File: src/rtl/click_sync_rx.sv
// -----------------------------------------------------------------------------
// click_sync_rx
//
// Receiver for the two-phase (transition-signalling) bundled-data channel that
// leaves a click-based asynchronous pipeline. A new word is offered whenever
// the request line toggles. The receiver does four things:
//   - brings the request into the i_clk domain
//   - writes the bundled word into a small FIFO
//   - returns a two-phase acknowledge to the click stage
//   - presents the FIFO head on a valid/ready interface
//
// Build option:
//   CLICK_RX_SYNC_EN  defined   : i_req passes through SYNC_STAGES flops before
//                                 use (required for a truly asynchronous source).
//                     undefined : i_req is used directly (click stage already
//                                 clocked by i_clk); SYNC_STAGES is ignored.
//
// Parameters:
//   DWIDTH       width of the bundled data word
//   DEPTH        FIFO depth in words (power of two, >= 2)
//   SYNC_STAGES  request synchroniser length (>= 2)
//
// Ports:
//   i_clk    receiver clock, all state updates on rising edge
//   i_rstn   synchronous active-low reset; clears sync flops, pointers,
//            memory and acknowledge
//   i_req    two-phase request; each transition marks a new word
//   i_data   bundled data, stable whenever i_req != o_ack
//   o_ack    two-phase acknowledge, toggles once per accepted word (flop)
//   o_data   FIFO head word
//   o_valid  FIFO non-empty
//   i_ready  consumer takes the head word when o_valid && i_ready
// -----------------------------------------------------------------------------
module click_sync_rx #(
  parameter int DWIDTH      = 8,
  parameter int DEPTH       = 4,
  parameter int SYNC_STAGES = 2
) (
  input  logic              i_clk,
  input  logic              i_rstn,
  input  logic              i_req,
  input  logic [DWIDTH-1:0] i_data,
  output logic              o_ack,
  output logic [DWIDTH-1:0] o_data,
  output logic              o_valid,
  input  logic              i_ready
);

  localparam int AW = $clog2(DEPTH);
  // One extra pointer bit distinguishes full from empty when the
  // address bits are equal.
  localparam int PW = AW + 1;

  // ---------------------------------------------------------------------------
  // Request path
  // ---------------------------------------------------------------------------
  logic req_s;

`ifdef CLICK_RX_SYNC_EN
  logic [SYNC_STAGES-1:0] sync_reg;

  always_ff @(posedge i_clk) begin
    if (!i_rstn) begin
      sync_reg <= '0;
    end else begin
      sync_reg <= {sync_reg[SYNC_STAGES-2:0], i_req};
    end
  end

  assign req_s = sync_reg[SYNC_STAGES-1];
`else
  assign req_s = i_req;
`endif

  // ---------------------------------------------------------------------------
  // FIFO state
  // ---------------------------------------------------------------------------
  logic [PW-1:0]     wptr_reg;
  logic [PW-1:0]     rptr_reg;
  logic              ack_reg;
  logic [DWIDTH-1:0] mem_reg [DEPTH];

  logic empty;
  logic full;
  logic pending;
  logic push;
  logic pop;

  assign empty   = (wptr_reg == rptr_reg);
  assign full    = (wptr_reg[AW] != rptr_reg[AW]) &&
                   (wptr_reg[AW-1:0] == rptr_reg[AW-1:0]);

  // An outstanding transition exists while the synchronised request and
  // our acknowledge disagree. Toggling ack on the push edge clears it,
  // so each request transition yields exactly one push.
  assign pending = req_s ^ ack_reg;

  // Full blocks the push even when a pop happens on the same edge. The
  // stalled word is taken on the next edge, once the freed slot shows in
  // the registered pointers.
  assign push    = pending && !full;
  assign pop     = !empty && i_ready;

  always_ff @(posedge i_clk) begin
    if (!i_rstn) begin
      wptr_reg <= '0;
      rptr_reg <= '0;
      ack_reg  <= 1'b0;
    end else begin
      if (push) begin
        wptr_reg <= wptr_reg + PW'(1);
        ack_reg  <= ~ack_reg;
      end
      if (pop) begin
        rptr_reg <= rptr_reg + PW'(1);
      end
    end
  end

  // Storage is cleared on reset so the head word reads 0 afterwards.
  always_ff @(posedge i_clk) begin
    if (!i_rstn) begin
      for (int i = 0; i < DEPTH; i++) begin
        mem_reg[i] <= '0;
      end
    end else if (push) begin
      mem_reg[wptr_reg[AW-1:0]] <= i_data;
    end
  end

  // ---------------------------------------------------------------------------
  // Outputs
  // ---------------------------------------------------------------------------
  assign o_ack   = ack_reg;
  assign o_valid = !empty;
  assign o_data  = mem_reg[rptr_reg[AW-1:0]];

endmodule
File: config.mk
export PLATFORM = sky130hd
export DESIGN_NAME = click_sync_rx
export DESIGN_NICKNAME = d
export VERILOG_FILES = /design/src/rtl/click_sync_rx.sv
export SDC_FILE = /design/constraint.sdc
export NUM_CORES = 1
export LEC_CHECK = 0
export ABC_AREA = 1
export BUFFER_PORTS_ARGS = -buffer_cell sky130_fd_sc_hd__buf_2
export CAP_MARGIN = 30
export CORE_MARGIN = 2
export CORE_UTILIZATION = 32
export CTS_BUF_LIST = sky130_fd_sc_hd__clkbuf_4 sky130_fd_sc_hd__clkbuf_8
export CTS_CLUSTER_SIZE = 20
export DETAILED_ROUTE_END_ITERATION = 6
export PLACE_DENSITY = 0.54
export SETUP_SLACK_MARGIN = 0.15
export SLEW_MARGIN = 20
export SYNTH_ARGS = -nofsm -noshare
export SYNTH_HDL_FRONTEND = slang
export SYNTH_SLANG_ARGS = --single-unit
File: constraint.sdc
create_clock -name i_clk -period 4.5 [get_ports i_clk]
set_input_delay 0.9 -clock i_clk [delete_from_list [all_inputs] [get_ports i_clk]]
set_output_delay 0.9 -clock i_clk [all_outputs]
set_load 0.02 [all_outputs]
==> results of run 1 <==
cell families (layout without fill, tap and decap cells):
kind of cell	count (synthesis)	count (layout)	synth area share (%)
compound gates	34	34	9.31
xor+xnor	3	3	1.75
fa+ha+maj	2	2	1.29
buf+inv	27	52	6.02
flops	41	41	59.0
simple gates	81	81	22.6
through the flow:
step / area (sq um) / cells / setup slack [ns] / utilization [%]
6_report: 2200 / 288 / 1.59 / 37.4
5_1_grt: 2200 / 288 / 1.22 / 37.4
4_1_cts: 2200 / 288 / 1.56 / 37.4
3_5_place_dp: 2110 / 280 / 1.54 / 35.9
3_3_place_gp: 2100 / 277 / 1.49 / 35.6
2_1_floorplan: 1930 / 188 / 2.09 / -
worst max-delay path, delay by kind of cell, from the launching register on:
family                 cells  cell delay, ns
AOI/OAI and AO/OA          1            0.64
buffers and inverters      2            0.59
DFF                        1            0.68
and+or+nand+nor            4            0.70
cell usage in the layout, fill, tap and decap left out, drive strengths merged:
cell,count
a21oi,2
buf,25
clkbuf,6
clkinv,2
dfxtp,9
edfxtp,32
ha,2
inv,19
nand2,18
nand3,6
nand4,3
nor2,30
nor3,24
o21ai,24
o22ai,8
xor2,3
layer usage:
metal	up-vias	wire length [um]	GRT usage, %
met3	9	165	3.41
met4	0	144	7.17
met1	633	1970	18.0
li1	703	-	-
met5	-	0	0
met2	30	1880	21.3
cell type report:
class                      count  area (sq um)
clock inverter                 2          8.76
clock buffer                   6          82.6
inverter                      19          71.3
fill                         594          3680
tap                           75          93.8
timing repair buffer          25           128
multi-input combinational    120           677
sequential                    41          1140
how the worst min path moves through the flow:
stage,start,to,cells past startpoint
6_report,wptr_reg[2],wptr_reg[2],2
4_1_cts,wptr_reg[2],wptr_reg[2],2
2_1_floorplan,wptr_reg[2],wptr_reg[2],2
5_1_grt,wptr_reg[2],wptr_reg[2],2
3_3_place_gp,rptr_reg[2],rptr_reg[2],2
3_5_place_dp,wptr_reg[2],wptr_reg[2],2
Yosys cell counts (all sizes together):
master	n	area [sq um]
buf	3	26.3
o22ai	8	50.1
nand2	18	67.6
edfxtp	32	961
xor2	3	33.8
o21ai	24	120
ha	2	25.0
nand4	3	33.8
dfxtp	9	180
nand3	6	47.6
nor3	24	176
clkbuf	5	18.8
nor2	30	113
inv	19	71.3
a21oi	2	10.0
power by group through the flow:
stage | sequential, W | combinational [W] | clock, W
after floorplan | 0.000592 | 0.000454 | 0
after CTS | 0.000607 | 0.000603 | 0.000248
final | 0.000606 | 0.000592 | 0.000243
after global routing | 0.000619 | 0.000661 | 0.000267
after detailed placement | 0.000615 | 0.000601 | 0
after global placement | 0.000617 | 0.000588 | 0
==> metrics.cfg, run 1 <==
[worst_setup_path]
worstPathRequired_ns = 4.51
r2r_setup_slack_ns = 1.59
critical_path.startpoint_type = flop
worst-endpoint-arrival_ns = 2.92
worst_r2r_path_depth = 7
timing.critical_path.mode_cell = sky130_fd_sc_hd__nand2_1
worst_r2r_endpoint = mem_reg[2][2]
worstPathCellList = inv_1, nand2_1, nand2_1, nand3_4, nand4_1, o21ai_0, buf_2
critPathLaunch = wptr_reg[0]
worst_path_largest_cell_delay_ns = 0.68
critical_path_peak_fanout = 12
end_kind = flop
critical_path.reg2reg.startpoint = wptr_reg[0]
crit_end = mem_reg[2][2]
setup.worst_path.class = flop to flop
timing.critical_path.slowest_stage_cell = sky130_fd_sc_hd__dfxtp_1

[layout]
antenna_cells_inserted = 0
fraction_of_final_layout_cells_sized_beyond_drive_strength_1_pct = 21.6
area_growth_pct = 13.8
final_nets = 226
largest_register_ffs = 32

[synth]
synthDistinctLibCells = 22
post_synth_inst_count = 188
yosysWarningCount = 0
postSynthAreaPerCell_sq_um = 10.3
yosys_register_bits = 41
synth.yosys.seq_area_share_pct = 59.0
synth_nets = 202
mappedNetlistArea_sq_mm = 0.00193

[drt]
final_antenna_violating_net_count = 0
drt_iter0_drc = 150
remaining_drc_errors = 0
route.vias.total = 1375
route.final.wire_length_um = 4160
drt-vias-per-instance = 4.77
drt_first_pass_iters = 4
routed_length_per_placed_instance_um = 14.4

[run_status]
status = complete, no violations

[sta]
slew_violations = 0
worst_clock_skew_ns = 0.00732
timing_hold_violations_final = 0
setup_violations = 0
post-route-min-period_ns = 2.91
worst_pin_slew_ns = 0.737
fin_worst_hold_slack_ns = 0.519
setup_total_negative_slack_ns = 0
rsz0062_at_grt = false
relSlewSlack_pct = 50.7
post-route-period-util_pct = 64.7
max_clock_freq_ghz = 0.344

[power_and_ir_drop]
internal_power_w = 0.000836
power.share.combinational_pct = 41.1
total_power_w = 0.00144
p_sw_w = 0.000605
power.static_leakage_nw = 0.879
fraction_of_power_consumed_by_sequential_logic_pct = 42.1
power.share.clock_pct = 16.8
switching_share_pct = 42.0
power.density_cell_area_mw_per_mm2 = 655
irDropWorstVdd_mv = 0.272

[clocking]
cts_made_buffers = 5
post_cts_hold_buffer_count = 0
cts-root-buf = sky130_fd_sc_hd__clkbuf_8
clk_path_buf_depth = 2
tritoncts_clock_tree = built
cts_post_setup_buffers_inserted = 0
worstSkewPairLatency_ns = 0.29
cts_num_sinks = 41
cts_max_level = 2
clock_pin_slew_on_the_worst_setup_and_hold_paths_ns = 0.08
cts_resized = 0

[place]
port_buffers = 21
gp_congestion = 0.799
dp_hpwl_um = 3100

[die]
core_area_sq_mm = 0.00589
io_pins = 22
die_h_um = 81.8
initial_utilization_pct = 32.9
rows = 28
fp.dieArea_sq_mm = 0.00668
die_span_in_x_um = 81.8

[global_routing]
aggregate_global_routing_overflow = 0
antenna_found_initial = 0
track_usage_pct = 13.8
grt_start_max_net_pins = 20
number_of_global_route_vias_before_repair = 1306
grt_first_pass_wirelength_um = 6670

[job]
max_cap_viol_count = 0

[min_path]
hp-class = flop to flop

Power figures use the tool's default switching activity.
==> run 2: changes to the inputs <==
==> constraint.sdc (replaced) <==
create_clock -name i_clk -period 2.7 [get_ports i_clk]
set_input_delay 0.54 -clock i_clk [delete_from_list [all_inputs] [get_ports i_clk]]
set_output_delay 0.54 -clock i_clk [all_outputs]
set_load 0.02 [all_outputs]
==> run 2 against run 1 <==
Compared with the run above: total power rose by 71%; wire length fell by 1.6%; clock skew fell by 0.0030 ns; largest cell class unchanged; highest routed layer unchanged.
==> metrics.cfg, run 2 (same netlist as run 1, synthesis figures left out) <==
[power_and_ir_drop]
power.static_leakage_nw = 0.902
fraction_of_power_consumed_by_sequential_logic_pct = 40.7
power.share.combinational_pct = 43.0
power.share.clock_pct = 16.4
p_sw_w = 0.00102
total_power_w = 0.00247
internal_power_w = 0.00144
power.density_cell_area_mw_per_mm2 = 1100
switching_share_pct = 41.5
irDropWorstVdd_mv = 0.580

[drt]
route.vias.total = 1422
remaining_drc_errors = 0
drt_iter0_drc = 156
routed_length_per_placed_instance_um = 14.0
drt_first_pass_iters = 7
route.final.wire_length_um = 4090
drt-vias-per-instance = 4.87
final_antenna_violating_net_count = 0

[clocking]
cts_max_level = 2
clock_pin_slew_on_the_worst_setup_and_hold_paths_ns = 0.07
tritoncts_clock_tree = built
cts_made_buffers = 5
post_cts_hold_buffer_count = 0
worstSkewPairLatency_ns = 0.28
cts_resized = 0
cts_num_sinks = 41
clk_path_buf_depth = 2
cts_post_setup_buffers_inserted = 0
cts-root-buf = sky130_fd_sc_hd__clkbuf_8

[layout]
largest_register_ffs = 32
layout.cells.most_common = sky130_fd_sc_hd__edfxtp_1
final_nets = 230
antenna_cells_inserted = 0
area_growth_pct = 15.8
fill_cells = 611
layout_common_cells = 32 x sky130_fd_sc_hd__edfxtp_1, 30 x sky130_fd_sc_hd__nor2_1, 24 x sky130_fd_sc_hd__o21ai_0
fraction_of_final_layout_cells_sized_beyond_drive_strength_1_pct = 23.5

[worst_setup_path]
critical_path_peak_fanout = 12
critical_path.reg2reg.startpoint = wptr_reg[0]
worst-endpoint-arrival_ns = 1.51
critical_path.startpoint_type = flop
setup.worst_path.class = flop to output port
critPathLaunch = wptr_reg[1]
end_kind = output port
worstPathRequired_ns = 2.16

[sta]
max_clock_freq_ghz = 0.487
worst_pin_slew_ns = 0.452
fin_worst_hold_slack_ns = 0.519
post-route-min-period_ns = 2.05
slew_violations = 0
timing_hold_violations_final = 0
setup_violations = 0
setup_total_negative_slack_ns = 0
post-route-period-util_pct = 76.0
worst_clock_skew_ns = 0.00430
rsz0062_at_grt = false
relSlewSlack_pct = 69.9

[run_status]
status = complete, no violations

[global_routing]
antenna_found_initial = 0
grt_first_pass_wirelength_um = 6460
aggregate_global_routing_overflow = 0
track_usage_pct = 13.4
grt_start_max_net_pins = 17
number_of_global_route_vias_before_repair = 1309

[min_path]
min-delay-start = wptr_reg[2]
hp-class = flop to flop

[place]
dp_hpwl_um = 2860
gp_congestion = 0.789
port_buffers = 21

[die]
fp.dieArea_sq_mm = 0.00668
die_span_in_x_um = 81.8
rows = 28
initial_utilization_pct = 32.9
io_pins = 22
die_h_um = 81.8
core_area_sq_mm = 0.00589

[job]
max_cap_viol_count = 0

-- run 2: critical path, cell delays in order, from the launching register on --
cell	delay [ns]
sky130_fd_sc_hd__dfxtp_1	0.33
sky130_fd_sc_hd__inv_1	0.31
sky130_fd_sc_hd__nand2_1	0.09
sky130_fd_sc_hd__nand2_1	0.15
sky130_fd_sc_hd__nand3_1	0.15
sky130_fd_sc_hd__buf_2	0.20
-- run 2: final timing paths --
check | depth (start not counted) | to | slack [ns]
setup / recovery | 5 | o_valid | 0.65
hold / removal | 2 | wptr_reg[2] | 0.52
setup reg to reg | 7 | mem_reg[2][3] | 0.66
hold reg to reg | 2 | wptr_reg[2] | 0.52
-- run 2: per-layer routing --
layer | up-vias | global-route usage [%] | part of all wire, %
li1 | 707 | - | -
met1 | 661 | 16.3 | 44
met2 | 47 | 22.0 | 49
met3 | 7 | 3.74 | 5.0
met4 | 0 | 6.00 | 1.7
met5 | - | 0 | 0
-- run 2: cell type report --
class	instances	area, sq um	share of cell area, %
Sequential cell	41	1140	50.9
Multi-Input combinational cell	120	677	30.2
Timing Repair Buffer	29	165	7.37
Tap cell	75	93.8	4.19
Clock buffer	8	91.3	4.08
Inverter	19	71.3	3.18
-- run 2: through the flow --
| stage | setup WS [ns] | util, % | cells | cell area, sq um |
|---|---|---|---|---|
| floorplan | 0.645 | - | 188 | 1930 |
| global placement | 0.591 | 36.5 | 284 | 2150 |
| detailed placement | 0.504 | 36.5 | 284 | 2150 |
| CTS | 0.645 | 38.1 | 292 | 2240 |
| global route | 0.458 | 38.1 | 292 | 2240 |
| finish | 0.648 | 38.1 | 292 | 2240 |
-- run 2: power by group through the flow --
stage          logic [W]  clock network, W  registers [W]
2_1_floorplan   0.000757                 0       0.000986
3_3_place_gp     0.00106                 0        0.00102
3_5_place_dp     0.00107                 0        0.00102
4_1_cts          0.00107          0.000418        0.00101
5_1_grt          0.00117          0.000440        0.00103
6_report         0.00106          0.000404        0.00100
==> run 3: changes to the inputs <==
--- a/config.mk
+++ b/config.mk
@@ -5,7 +5,7 @@
 export SDC_FILE = /design/constraint.sdc
 export NUM_CORES = 1
 export LEC_CHECK = 0
-export ABC_AREA = 1
+export ABC_AREA = 0
 export BUFFER_PORTS_ARGS = -buffer_cell sky130_fd_sc_hd__buf_2
 export CAP_MARGIN = 30
 export CORE_MARGIN = 2
@@ -13,7 +13,7 @@
 export CTS_BUF_LIST = sky130_fd_sc_hd__clkbuf_4 sky130_fd_sc_hd__clkbuf_8
 export CTS_CLUSTER_SIZE = 20
 export DETAILED_ROUTE_END_ITERATION = 6
-export PLACE_DENSITY = 0.54
+export PLACE_DENSITY = 0.55
 export SETUP_SLACK_MARGIN = 0.15
 export SLEW_MARGIN = 20
 export SYNTH_ARGS = -nofsm -noshare
==> constraint.sdc (replaced) <==
create_clock -name i_clk -period 1.8 [get_ports i_clk]
set_input_delay 0.36 -clock i_clk [delete_from_list [all_inputs] [get_ports i_clk]]
set_output_delay 0.36 -clock i_clk [all_outputs]
set_load 0.02 [all_outputs]
==> run 3 against run 2 <==
Compared with the run above: first-iteration DRC count is 83% lower; sequential share of layout area decreased by 6.9 points; area after synthesis increased by 6.1%; global-route usage decreased by 0.31 points; clock power rose by 46%; sequential power is 47% higher; largest cell class unchanged; highest routed layer is now met3.
==> metrics.cfg, run 3 <==
[synth]
netlist.top_cell.by_area = sky130_fd_sc_hd__edfxtp_1
synth.top_cells.by_count = 32 x sky130_fd_sc_hd__edfxtp_1, 23 x sky130_fd_sc_hd__nor3_1, 18 x sky130_fd_sc_hd__nand2_1
synth-async-reset-ratio_pct = 0
synth_nets = 177
yosys_register_bits = 41
post-synth-top-count-cell = sky130_fd_sc_hd__edfxtp_1
yosysWarningCount = 0
top_cells_by_area_synth = sky130_fd_sc_hd__edfxtp_1 47%, sky130_fd_sc_hd__dfxtp_1 8.8%, sky130_fd_sc_hd__mux4_2 8.8%
number_of_enable_flip_flop_cells_after_synthesis = 32
share_of_the_synthesized_area_in_the_top_cell_type_pct = 46.8
post_synth_inst_count = 163
mappedNetlistArea_sq_mm = 0.00205
postSynth.topFlopCell = sky130_fd_sc_hd__edfxtp_1
synthDistinctLibCells = 45
postSynthAreaPerCell_sq_um = 12.6
synth.yosys.seq_area_share_pct = 55.6

[global_routing]
number_of_global_route_vias_before_repair = 1450
grt_start_max_net_pins = 24
antenna_found_initial = 0
aggregate_global_routing_overflow = 0
track_usage_pct = 13.1
grt_first_pass_wirelength_um = 7180

[sta]
worst_clock_skew_ns = 0.00322
post-route-min-period_ns = 1.80
setup_violations = 0
max_clock_freq_ghz = 0.556
rsz0062_at_grt = true
worst_slack_ns = 0.00176
timing_hold_violations_final = 0
relSlewSlack_pct = 71.8
slew_violations = 0
post-route-period-util_pct = 99.9
worst_pin_slew_ns = 0.423
fin_worst_hold_slack_ns = 0.383

[drt]
drt_iter0_drc = 26
route.vias.total = 1419
remaining_drc_errors = 0
drt_first_pass_iters = 4
drt-vias-per-instance = 5.00
final_antenna_violating_net_count = 0
routed_length_per_placed_instance_um = 15.0
route.final.wire_length_um = 4270

[layout]
final_nets = 220
layout.cells.most_common = sky130_fd_sc_hd__edfxtp_1
layout_common_cells = 32 x sky130_fd_sc_hd__edfxtp_1, 26 x sky130_fd_sc_hd__buf_4, 23 x sky130_fd_sc_hd__nor3_1
fill_cells = 611
area_growth_pct = 28.0
antenna_cells_inserted = 0
largest_register_ffs = 32
fraction_of_final_layout_cells_sized_beyond_drive_strength_1_pct = 41.5

[power_and_ir_drop]
irDropWorstVdd_mv = 0.736
total_power_w = 0.00418
power.static_leakage_nw = 0.988
power.density_cell_area_mw_per_mm2 = 1590

[die]
core_area_sq_mm = 0.00628
fp.dieArea_sq_mm = 0.00707
initial_utilization_pct = 32.7
die_span_in_x_um = 84.1
rows = 29
die_h_um = 84.1
io_pins = 22

[place]
gp_congestion = 0.745
port_buffers = 21
pre_cts_setup_slack_ns = 0.0466
dp_hpwl_um = 3020

[worst_setup_path]
setup.worst_path.class = flop to output port
end_kind = output port
critical_path_peak_fanout = 8
critical_path.startpoint_type = flop
worst-endpoint-arrival_ns = 1.44
worstPathRequired_ns = 1.44

[clocking]
worstSkewPairLatency_ns = 0.29
cts-root-buf = sky130_fd_sc_hd__clkbuf_8
clock_pin_slew_on_the_worst_setup_and_hold_paths_ns = 0.08
tritoncts_clock_tree = built
post_cts_hold_buffer_count = 0
clk_path_buf_depth = 2
cts_max_level = 2
cts_num_sinks = 41
cts_made_buffers = 5

[job]
max_cap_viol_count = 0

[run_status]
status = complete, no violations

[min_path]
hp-class = primary input to flop

run 3: changes by cell type in the layout (fill, tap and decap cells not counted), sizes merged, moves of 4 or more:
cell	change
nor2	-22
buf	+21
o21ai	-18
inv	-16
mux4	+8
o22ai	-8
nand3	-4
or4	+4
run 3: repair_timing:
action,4_1_cts,5_1_grt
endpoints found under the hold margin,0,0
pin swaps,3,4
buffers inserted,3,2
endpoints found under the setup margin,32,38
gates resized for setup,27,6
run 3: final cells by class:
cell class	count	area (sq um)	area share, %
clock buffer	5	68.8	2.62
inverter	3	11.3	0.428
clock inverter	3	17.5	0.666
sequential	41	1160	44.1
timing repair buffer	50	417	15.8
tap	77	96.3	3.66
multi-input combinational	105	860	32.7
run 3: per-stage QoR:
stage	cells	cell area [sq um]	TNS (ns)	utilization, %
detailed placement	271	2390	0	38.1
CTS	282	2580	-0.0727	41.1
floorplan	163	2070	0	-
global placement	271	2390	0	38.1
finish	284	2630	0	41.9
global route	284	2630	-0.388	41.9
run 3: critical path, stage by stage (launching register included):
cell and delay (ns):
sky130_fd_sc_hd__dfxtp_2 0.35, sky130_fd_sc_hd__buf_12 0.14, sky130_fd_sc_hd__mux4_2 0.51, sky130_fd_sc_hd__buf_6 0.15
run 3: kinds of logic after synthesis:
family | after synthesis | share of synthesized area [%]
muxes | 9 | 9.26
buffers and inverters | 17 | 5.30
DFF | 41 | 55.6
AOI/OAI and AO/OA | 18 | 7.07
adders and majority gates | 2 | 1.22
xor gates and xnor gates | 5 | 3.23
and+or+nand+nor | 71 | 18.3
run 3: worst paths after layout:
kind / cells after the start / to / startpoint / slack [ns]
hold reg to reg: 2 / o_ack / o_ack / 0.51
setup / recovery: 3 / o_data[6] / flop / 0.002
setup reg to reg: 5 / rptr_reg[2] / wptr_reg[1] / 0.22
hold / removal: 3 / o_ack / i_req / 0.38
run 3: per-layer routing:
layer	vias up	wire, um	GRT usage [%]
li1	713	-	-
met1	682	1870	16.4
met2	24	2240	22.8
met3	0	153	3.66
met4	0	0	2.20
met5	-	0	0
run 3: power by group:
group | internal (W) | switching, W
clock network | 0.000268 | 0.000321
logic | 0.00108 | 0.00104
registers | 0.00130 | 0.000169
total | 0.00265 | 0.00153
